File: src/rtl/mult_pkg.sv
// Shared constants for the sequential shift-and-add multiplier.
package mult_pkg;

  localparam logic [1:0] ST_IDLE = 2'd0;
  localparam logic [1:0] ST_RUN  = 2'd1;
  localparam logic [1:0] ST_DONE = 2'd2;

  // Iteration counter must hold the value WIDTH.
  function automatic int cnt_width(input int width);
    return $clog2(width + 1);
  endfunction

endpackage

File: src/rtl/twos_negate.sv
// Conditional two's-complement negation, used both for operand magnitude and result sign.
module twos_negate #(
  parameter int W = 8
) (
  input  logic [W-1:0] x,
  input  logic         neg,
  output logic [W-1:0] y
);

  assign y = neg ? (~x + W'(1)) : x;

endmodule

File: src/rtl/seq_multiplier.sv
// Radix-2 shift-and-add multiplier with sign-magnitude handling and valid/ready handshakes.
module seq_multiplier
  import mult_pkg::*;
#(
  parameter int WIDTH = 8
) (
  input  logic                 clk,
  input  logic                 rst_n,
  input  logic                 in_valid,
  output logic                 in_ready,
  input  logic [WIDTH-1:0]     a,
  input  logic [WIDTH-1:0]     b,
  input  logic                 is_signed,
  input  logic                 abort,
  output logic                 out_valid,
  input  logic                 out_ready,
  output logic [2*WIDTH-1:0]   z,
  output logic                 busy
);

  localparam int CNT_W = cnt_width(WIDTH);
  localparam int PW    = 2 * WIDTH;

  logic [1:0]       state_q,  state_d;
  logic [PW-1:0]    mcand_q,  mcand_d;
  logic [WIDTH-1:0] mplier_q, mplier_d;
  logic [PW-1:0]    acc_q,    acc_d;
  logic [CNT_W-1:0] cnt_q,    cnt_d;
  logic             sign_q,   sign_d;

  logic [WIDTH-1:0] a_mag, b_mag;
  logic [PW-1:0]    z_corr;

  twos_negate #(.W(WIDTH)) u_neg_a (
    .x   (a),
    .neg (is_signed & a[WIDTH-1]),
    .y   (a_mag)
  );

  twos_negate #(.W(WIDTH)) u_neg_b (
    .x   (b),
    .neg (is_signed & b[WIDTH-1]),
    .y   (b_mag)
  );

  twos_negate #(.W(PW)) u_neg_z (
    .x   (acc_q),
    .neg (sign_q),
    .y   (z_corr)
  );

  always_comb begin
    state_d  = state_q;
    mcand_d  = mcand_q;
    mplier_d = mplier_q;
    acc_d    = acc_q;
    cnt_d    = cnt_q;
    sign_d   = sign_q;
    case (state_q)
      ST_IDLE: begin
        if (in_valid) begin
          mcand_d  = {{WIDTH{1'b0}}, a_mag};
          mplier_d = b_mag;
          acc_d    = '0;
          cnt_d    = '0;
          sign_d   = is_signed & (a[WIDTH-1] ^ b[WIDTH-1]);
          state_d  = ST_RUN;
        end
      end
      ST_RUN: begin
        if (abort) begin
          state_d = ST_IDLE;
        end else begin
          acc_d    = acc_q + (mplier_q[0] ? mcand_q : '0);
          mcand_d  = mcand_q << 1;
          mplier_d = mplier_q >> 1;
          cnt_d    = cnt_q + CNT_W'(1);
          // The final partial product lands on the same edge that enters DONE.
          if (cnt_q == CNT_W'(WIDTH - 1)) begin
            state_d = ST_DONE;
          end
        end
      end
      ST_DONE: begin
        if (out_ready) begin
          state_d = ST_IDLE;
        end
      end
      default: state_d = ST_IDLE;
    endcase
  end

  always_ff @(posedge clk or negedge rst_n) begin
    if (!rst_n) begin
      state_q  <= ST_IDLE;
      mcand_q  <= '0;
      mplier_q <= '0;
      acc_q    <= '0;
      cnt_q    <= '0;
      sign_q   <= 1'b0;
    end else begin
      state_q  <= state_d;
      mcand_q  <= mcand_d;
      mplier_q <= mplier_d;
      acc_q    <= acc_d;
      cnt_q    <= cnt_d;
      sign_q   <= sign_d;
    end
  end

  assign in_ready  = (state_q == ST_IDLE);
  assign busy      = (state_q == ST_RUN);
  assign out_valid = (state_q == ST_DONE);
  assign z         = out_valid ? z_corr : '0;

endmodule

File: config.mk
export PLATFORM = sky130hd
export DESIGN_NAME = seq_multiplier
export DESIGN_NICKNAME = d
export VERILOG_FILES = /design/src/rtl/mult_pkg.sv /design/src/rtl/twos_negate.sv /design/src/rtl/seq_multiplier.sv
export SDC_FILE = /design/constraint.sdc
export NUM_CORES = 1
export LEC_CHECK = 0
export ABC_AREA = 1
export ABC_CLOCK_PERIOD_IN_PS = 3900
export BUFFER_PORTS_ARGS = -buffer_cell sky130_fd_sc_hd__buf_2
export CELL_PAD_IN_SITES_DETAIL_PLACEMENT = 1
export CELL_PAD_IN_SITES_GLOBAL_PLACEMENT = 1
export CORE_AREA = 2 2 94 96
export DETAILED_ROUTE_END_ITERATION = 8
export DIE_AREA = 0 0 96 98
export HOLD_SLACK_MARGIN = 0.05
export PLACE_DENSITY = 0.87
export SETUP_SLACK_MARGIN = 0.2
export SYNTH_ARGS = -nofsm -noshare
export SYNTH_HDL_FRONTEND = slang
export SYNTH_SLANG_ARGS = --single-unit
export TNS_END_PERCENT = 100
File: constraint.sdc
create_clock -name clk -period 3.9 [get_ports clk]
set_input_delay 0.195 -clock clk [delete_from_list [all_inputs] [get_ports clk]]
set_output_delay 0.195 -clock clk [all_outputs]
set_load 0.05 [all_outputs]
==> results.txt, run 1 <==
The flow ran to the end, and the final reports show no timing, DRC or antenna violations. Counting every sink on the clock net gives 47. Pin placement for this block handled 41 I/O pins. Total DRC errors in the routed layout: 0.

The class of the most critical hold timing path is input pin to async pin. Data arrival time of the critical path: 2.81 ns. Post-CTS timing repair inserted 0 buffers for setup. Number of global-route vias before repair: 3824. On the final layout, the worst hold slack is 0.105 ns. The first detailed-routing pass took 4 iterations. The routed design could run at a clock period as short as 2.60 ns. Dividing the detail-routed wire length by the instance count gives 14.7 µm. The final layout contains routed wiring with a total length of 10500 µm. In this run the mean area of a mapped cell was 6.41 µm². The tool flagged a number of max-cap violations equal to 0. The worst setup path is captured at a register. The tools report the initial antenna violation count as 0.

The delay of the slowest critical-path stage came out at 0.49 ns. The first global-routing pass estimated 17700 µm of wire. The end-of-flow core utilization is 47.7%. For this run, global-route usage on met3 was measured as 3.24%. For the maximum vdd ir drop, the log shows 0.269 mV.

The final critical path takes up 66.6% of the cycle. The setup path with the least slack is of type register to register. Cells with a size suffix above 1 make up 10.0% of the layout. Global routing used 23.7% of the available tracks across all layers. The dominant synthesized flop cell is dfrtp_1.

Setup violations remaining at the end of the flow were counted as 0. Root buffer cell: clkbuf_8. The slowest stage of the critical path belongs to the cell nor2_4.

Derived from the worst setup path, the maximum achievable clock frequency is 385 MHz. The number of nets in the final layout was 649; the post-synthesis async set-or-reset flop share was 100%. The buffering stage count on the worst path with inverters included was 3. The transition time at the pin with the least slew margin works out to 1.11 ns.

Clock-pin slew was measured on the worst setup and hold paths at 0.09 ns. The vias per cell is 5.25. The routing layer with the top usage in global route is met2. Counting every net in the synthesized netlist gives 617. The initial DRC count came out at 91. The number of fill cells was 1148.

The largest driver fanout on the critical path is 37. The die is 98 µm tall. The die footprint is 9410 µm².

The total CTS buffers was 5. Placer's final routability congestion estimate: 0.849. In this run the horizontal extent of the chip is 96 µm. The design draws 2.63 mW. TritonCTS built the clock tree. The cell family contributing the most delay on the critical path is simple AND/OR/NAND/NOR gates. The unique cell type count in the Yosys netlist is 35. The number of cells traversed by the worst register-to-register path was 9; the met1 track demand over resource in global routing was 30.5%.

The depth of the CTS H-tree is 2, and the final antenna diode count is 0. Most frequent cell on the critical path: nand2_2. The clock passes through at most 2 buffers. The number of standard-cell rows in the floorplan was 34; the area of the multi-input gates was 2050 µm². For this block, the via count after detailed routing is 3757. The critical path crosses 9 cells after its start point.

Between clock sinks in the finished design, the worst skew comes to 0.00529 ns. The run gives 41.0% as the global routing met2 resource utilization. Setup repair after global routing left no endpoint under its margin. The worst slew margin relative to its limit was 25.8%. The tools report the final-report max-slew violation count as 0. The synthesized netlist occupies a cell area of 3690 µm².

At the later pin of the worst-skew pair, clock insertion delay measures 0.30 ns. STA classifies the critical path startpoint as a register. Walking the worst path, the cells encountered are inv_1, nand2_2, nor2_4, inv_2, nand2_2, inv_4, a21oi_1, nand2_1, o21ai_0. The summed negative setup slack over all endpoints is 0 ns. The run gives 0 as the final-report hold violation count. In this run, post-CTS hold repair placed 0 buffers. The count of nets left with antenna violations once routing finished came out at 0. Counting flops and latches in the post-synthesis netlist gives 47. The run gives 0 as the yosys synthesis warning count. STA puts the critical path data required time at 4.11 ns. The remaining global-route overflow is 0, and the initial core utilization is 43.5%. The logs give 1180 µm² for the footprint of the flip-flops and latches and 8470 µm² for the total core area. For the register area share after synthesis, the log shows 31.9%. From synthesis to final layout, the design area changed by 9.61%. Count of input and output buffers: 40. Dividing total power by cell area gives a power density of 650 nW/µm².

The half-perimeter wire length after placement came out at 8000 µm. The analysis attributes to cell leakage a power of 2.28 nW. The run gives 575 as the number of instances in the synthesized netlist.

The number of enable flip-flop cells after synthesis was 0. Entering global routing, the biggest net connects 48 pins. After clock tree synthesis, the repair step resized 0 gates.
[cells by family (layout without fill, tap and decap cells)]
group                      count (synthesis)  after routing  synth area share [%]
xor gates and xnor gates                   2              2                 0.475
buffers and inverters                    114            146                  12.5
DFF                                       47             47                  31.9
and+or+nand+nor                          278            278                  31.1
adders and majority gates                 20             20                  6.99
AOI/OAI and AO/OA                        114            114                  17.0
[final cells by class]
class                   instances  area share (%)
multi-input cells             414            50.7
flip-flops and latches         47            29.1
inverters                      99            9.26
repair buffers                 40            4.96
well taps                     108            3.34
clock buffers                   5            1.70
clock inverters                 2           0.929
[layer usage]
| metal | vias up | part of all wire, % | wire length [µm] |
|---|---|---|---|
| met5 | - | 0 | 0 |
| met3 | 12 | 2.8 | 298 |
| met4 | 0 | 1.4 | 146 |
| met2 | 62 | 50 | 5310 |
| li1 | 1894 | - | - |
| met1 | 1789 | 45 | 4760 |
[worst register-to-register path: cells and delay by family, from the launching register on]
kind / cells / cell delay (ns)
simple gates: 4 / 1.28
buf+inv: 3 / 0.56
compound gates: 2 / 0.30
flops: 1 / 0.39
[report_power, final]
| part | internal, mW | total, mW | switching (mW) |
|---|---|---|---|
| clock network | 0.188 | 0.364 | 0.176 |
| registers | 0.650 | 0.810 | 0.160 |
| logic | 0.418 | 1.45 | 1.03 |
| total | 1.26 | 2.63 | 1.37 |
[synth_stat cells, types with 4 or more instances]
library cell,count,area [µm²]
nor3_1,5,25.0
nand2_1,171,642
dfrtp_1,47,1180
nor2_1,47,176
o21ai_0,53,265
inv_1,95,357
a21oi_1,39,195
o22ai_1,4,25.0
nand3_1,40,200
o211ai_1,5,37.5
ha_1,19,238
buf_2,7,35.0
or2_2,4,25.0
o21ai_1,4,20.0
nand4_1,4,25.0
[state kept, by name (all words and copies together) (netlist names)]
signal and flops:
acc_q 16, cnt_q 4, mcand_q 16, mplier_q 8
sign_q 1, state_q 2
[layout by cell type (no fill, tap or decap), drive strengths merged, types with 5 or more instances in the layout]
cell type  netlist  routed
a21oi           39      39
buf             12      40
clkbuf           3       5
dfrtp           47      47
ha              19      19
inv             97      97
nand2          174     174
nand3           40      40
nor2            48      48
nor3             5       5
o211ai           5       5
o21ai           57      57
[through the flow]
| stage | setup slack, ns | cells | instance area [µm²] |
|---|---|---|---|
| 6_report | 1.30 | 715 | 4040 |
| 5_1_grt | 1.03 | 715 | 4040 |
| 4_1_cts | 1.30 | 715 | 4040 |
| 3_5_place_dp | 1.30 | 708 | 3930 |
| 3_3_place_gp | 1.46 | 708 | 3930 |
| 2_1_floorplan | 1.75 | 575 | 3690 |
[path summary, 6_finish.rpt]
| check | start | end | slack [ns] |
|---|---|---|---|
| worst max-delay path | state_q[1] | mcand_q[3] | 1.30 |
| worst min-delay path | rst_n | state_q[0] | 0.10 |
| worst max register to register | state_q[1] | mcand_q[3] | 1.30 |
| worst min register to register | mplier_q[5] | mplier_q[5] | 0.49 |
| max in group asynchronous | rst_n | mplier_q[3] | 3.12 |
| min in group clk | b[0] | mplier_q[0] | 0.17 |
Note: power is estimated with default switching activity, not from simulation.
==> run 2: changes to the inputs <==
--- a/config.mk
+++ b/config.mk
@@ -6,15 +6,15 @@
 export NUM_CORES = 1
 export LEC_CHECK = 0
 export ABC_AREA = 1
-export ABC_CLOCK_PERIOD_IN_PS = 3900
+export ABC_CLOCK_PERIOD_IN_PS = 2300
 export BUFFER_PORTS_ARGS = -buffer_cell sky130_fd_sc_hd__buf_2
 export CELL_PAD_IN_SITES_DETAIL_PLACEMENT = 1
 export CELL_PAD_IN_SITES_GLOBAL_PLACEMENT = 1
-export CORE_AREA = 2 2 94 96
+export CORE_AREA = 2 2 102 104
 export DETAILED_ROUTE_END_ITERATION = 8
-export DIE_AREA = 0 0 96 98
+export DIE_AREA = 0 0 104 106
 export HOLD_SLACK_MARGIN = 0.05
-export PLACE_DENSITY = 0.87
+export PLACE_DENSITY = 0.79
 export SETUP_SLACK_MARGIN = 0.2
 export SYNTH_ARGS = -nofsm -noshare
 export SYNTH_HDL_FRONTEND = slang
==> constraint.sdc (replaced) <==
create_clock -name clk -period 2.3 [get_ports clk]
set_input_delay 0.115 -clock clk [delete_from_list [all_inputs] [get_ports clk]]
set_output_delay 0.115 -clock clk [all_outputs]
set_load 0.05 [all_outputs]
==> results.txt, run 2 (synthesized netlist as in run 1, its figures left out) <==
The setup slack of the critical path after layout is 0.284 ns. Of all nets on the critical path, the largest fanout is 14. The cell area after layout is 4410 µm², and the total DRC errors in the routed layout is 0.

For the worst flop-to-flop path, the logic depth is 13. For the worst setup path, the data arrival time is 2.22 ns. The critical path is of the register to register type. The floorplan has 37 rows. The total detailed-routing wirelength was 11000 µm; the total core area was 10000 µm². In this run the power density over the cells is 1120 nW/µm². The final worst-path cycle share works out to 87.6%.

Overall power consumption after layout is estimated at 4.93 mW. The congestion estimate from routability-driven global placement came to 0.893. The summed negative setup slack over all endpoints was 0 ns. Clock-pin slew was measured on the worst setup and hold paths at 0.10 ns. In the global route stage, overall resource usage came out at 19.9%.

The final routed wire length divided by cell count was 14.4 µm; the tightest hold margin was 0.0989 ns. TritonCTS built the clock tree. Timing would allow up to 496 MHz. The initial antenna violation count was 0.

First-pass GRT wire length: 18300 µm. For the number of detailed-route iterations in the first pass, the log shows 4. Half-perimeter wire length after placement: 7990 µm. The post-route netlist has 17.5% of its cells at a drive strength greater than 1. The number of nets in the final layout came out at 671. The filler cells instantiated in the layout total 1362. OpenSTA, run right after detailed placement, puts the worst setup slack at 0.303 ns. Relative to the synthesized area, the layout overhead comes to 19.7%. The run gives 0 as the number of max-capacitance violations reported.

Leading cell type in the layout, fill and taps excluded: nand2_1. The longest clock path from root to sink contains 2 buffers. The count of nets left with antenna violations once routing finished came out at 0. The tools report the count of clock tree sinks as 47. The terminus of the critical flop-to-flop path is acc_q[13].

Across the routed clock network, the largest skew measured is 0.00549 ns. Global routing finished with a remaining overflow of 0. The flow ran to the end, and the final reports show no timing, DRC or antenna violations. Worst setup path startpoint: mplier_q[0]. End-of-flow core utilization: 44.1%. In this run the critical register-to-register path is launched from mplier_q[0].

Leaving out fill and tap cells, the most frequent cells in the layout are nand2_1 (167), inv_1 (89), o21ai_0 (51). The detailed router finished its first iteration with 161 violations. In the routed layout, each cell is associated on average with a via count of 5.01. Cell area reported after detailed placement: 4010 µm². Sort of element at the end of the critical path: a register. The run gives 5 as the total CTS buffers. Pin placement for this block handled 41 I/O pins. Worst endpoint required time: 2.51 ns.

Setup violations remaining at the end of the flow were counted as 0. The run gives 2.37 nW as the static leakage. The run gives 3952 as the number of global-route vias before repair. The width of the die is 104 µm, and the count of input and output buffers is 40.

0 antenna diodes ended up in the layout. Subtracting the final worst setup slack from the clock period gives 2.02 ns. The transition time at the pin with the least slew margin is 0.592 ns. The clock reaches the later pin of the worst-skew pair after 0.30 ns. The logs give 3836 for the overall via count from detail_route and 766 for the count of non-filler cells in the finished layout. The root buffer cell is clkbuf_8.

The depth of the CTS H-tree was 2. The pin count of the biggest net entering global routing came out at 47. Setup repair after global routing could not meet its margin everywhere. The number of placed instances, taps included, is 742.

The vertical die dimension came out at 106 µm. The worst setup path is launched from a register. The initial core utilization was 36.9%; the reg2reg setup slack was 0.28 ns. The class of the most critical hold timing path was input pin to async pin.

The largest registers in the layout are acc_q x16, mcand_q x16, mplier_q x8. Measured against its own limit, the worst slew margin works out to 60.5%. The final-report hold violation count is 0. The run gives 11000 µm² as the die footprint. The run gives 0 as the final-report max-slew violation count. The run gives 0.367 mV as the maximum vdd ir drop.
run 2: cell types whose count changed in the layout (fill, tap and decap cells not counted), moves of 3 or more:
cell,before,now
buf_6,0,3
nand2_1,171,167
buf_4,0,22
nand2_2,3,7
inv_1,95,89
dfrtp_1,47,44
inv_2,1,6
ha_4,0,9
dfrtp_2,0,3
nor2_1,47,44
ha_1,19,10
buf_2,40,34
run 2: layer usage:
layer | vias up | part of all wire (%) | track usage (%)
met5 | - | 0 | 0
met2 | 60 | 49 | 35.6
met1 | 1822 | 47 | 25.6
met4 | 0 | 1.7 | 5.50
met3 | 16 | 3.1 | 2.08
li1 | 1938 | - | -
run 2: final cells by class:
cell class | instances | area [µm²] | area share [%]
Inverter | 99 | 378 | 8.56
Clock buffer | 5 | 68.8 | 1.56
Sequential cell | 47 | 1180 | 26.7
Tap cell | 136 | 170 | 3.86
Timing Repair Buffer | 62 | 394 | 8.93
Multi-Input combinational cell | 414 | 2200 | 49.8
Clock inverter | 3 | 22.5 | 0.510
run 2: what timing repair did:
item	4_1_cts	5_1_grt
hold endpoints to repair	47	0
setup endpoints to repair	8	18
gates resized for setup	13	31
setup buffers	0	15
hold buffers	1	0
pin swaps	0	3
run 2: how the worst max path moves through the flow:
stage                      endpoint  depth (start not counted)
after floorplan           acc_q[12]                         15
after global placement        z[12]                          9
after detailed placement      z[12]                          9
after CTS                     z[12]                          9
after global routing      acc_q[13]                         13
final                     acc_q[13]                         13
run 2: power breakdown:
group | switching [mW] | leakage (nW) | internal (mW)
Clock | 0.305 | 0.0489 | 0.220
Sequential | 0.281 | 0.614 | 1.11
Combinational | 1.93 | 1.71 | 1.09
Total | 2.52 | 2.37 | 2.41
run 2: worst max-delay path: stages, from the launching register on:
cell	delay, ns
dfrtp_1	0.43
buf_6	0.17
nand2_1	0.07
inv_1	0.09
ha_4	0.30
nand2_1	0.05
inv_1	0.10
nand2_1	0.10
nor3_1	0.24
nand2_1	0.12
nand2_1	0.09
nand2_1	0.05
nand3_1	0.07
nand2_1	0.05
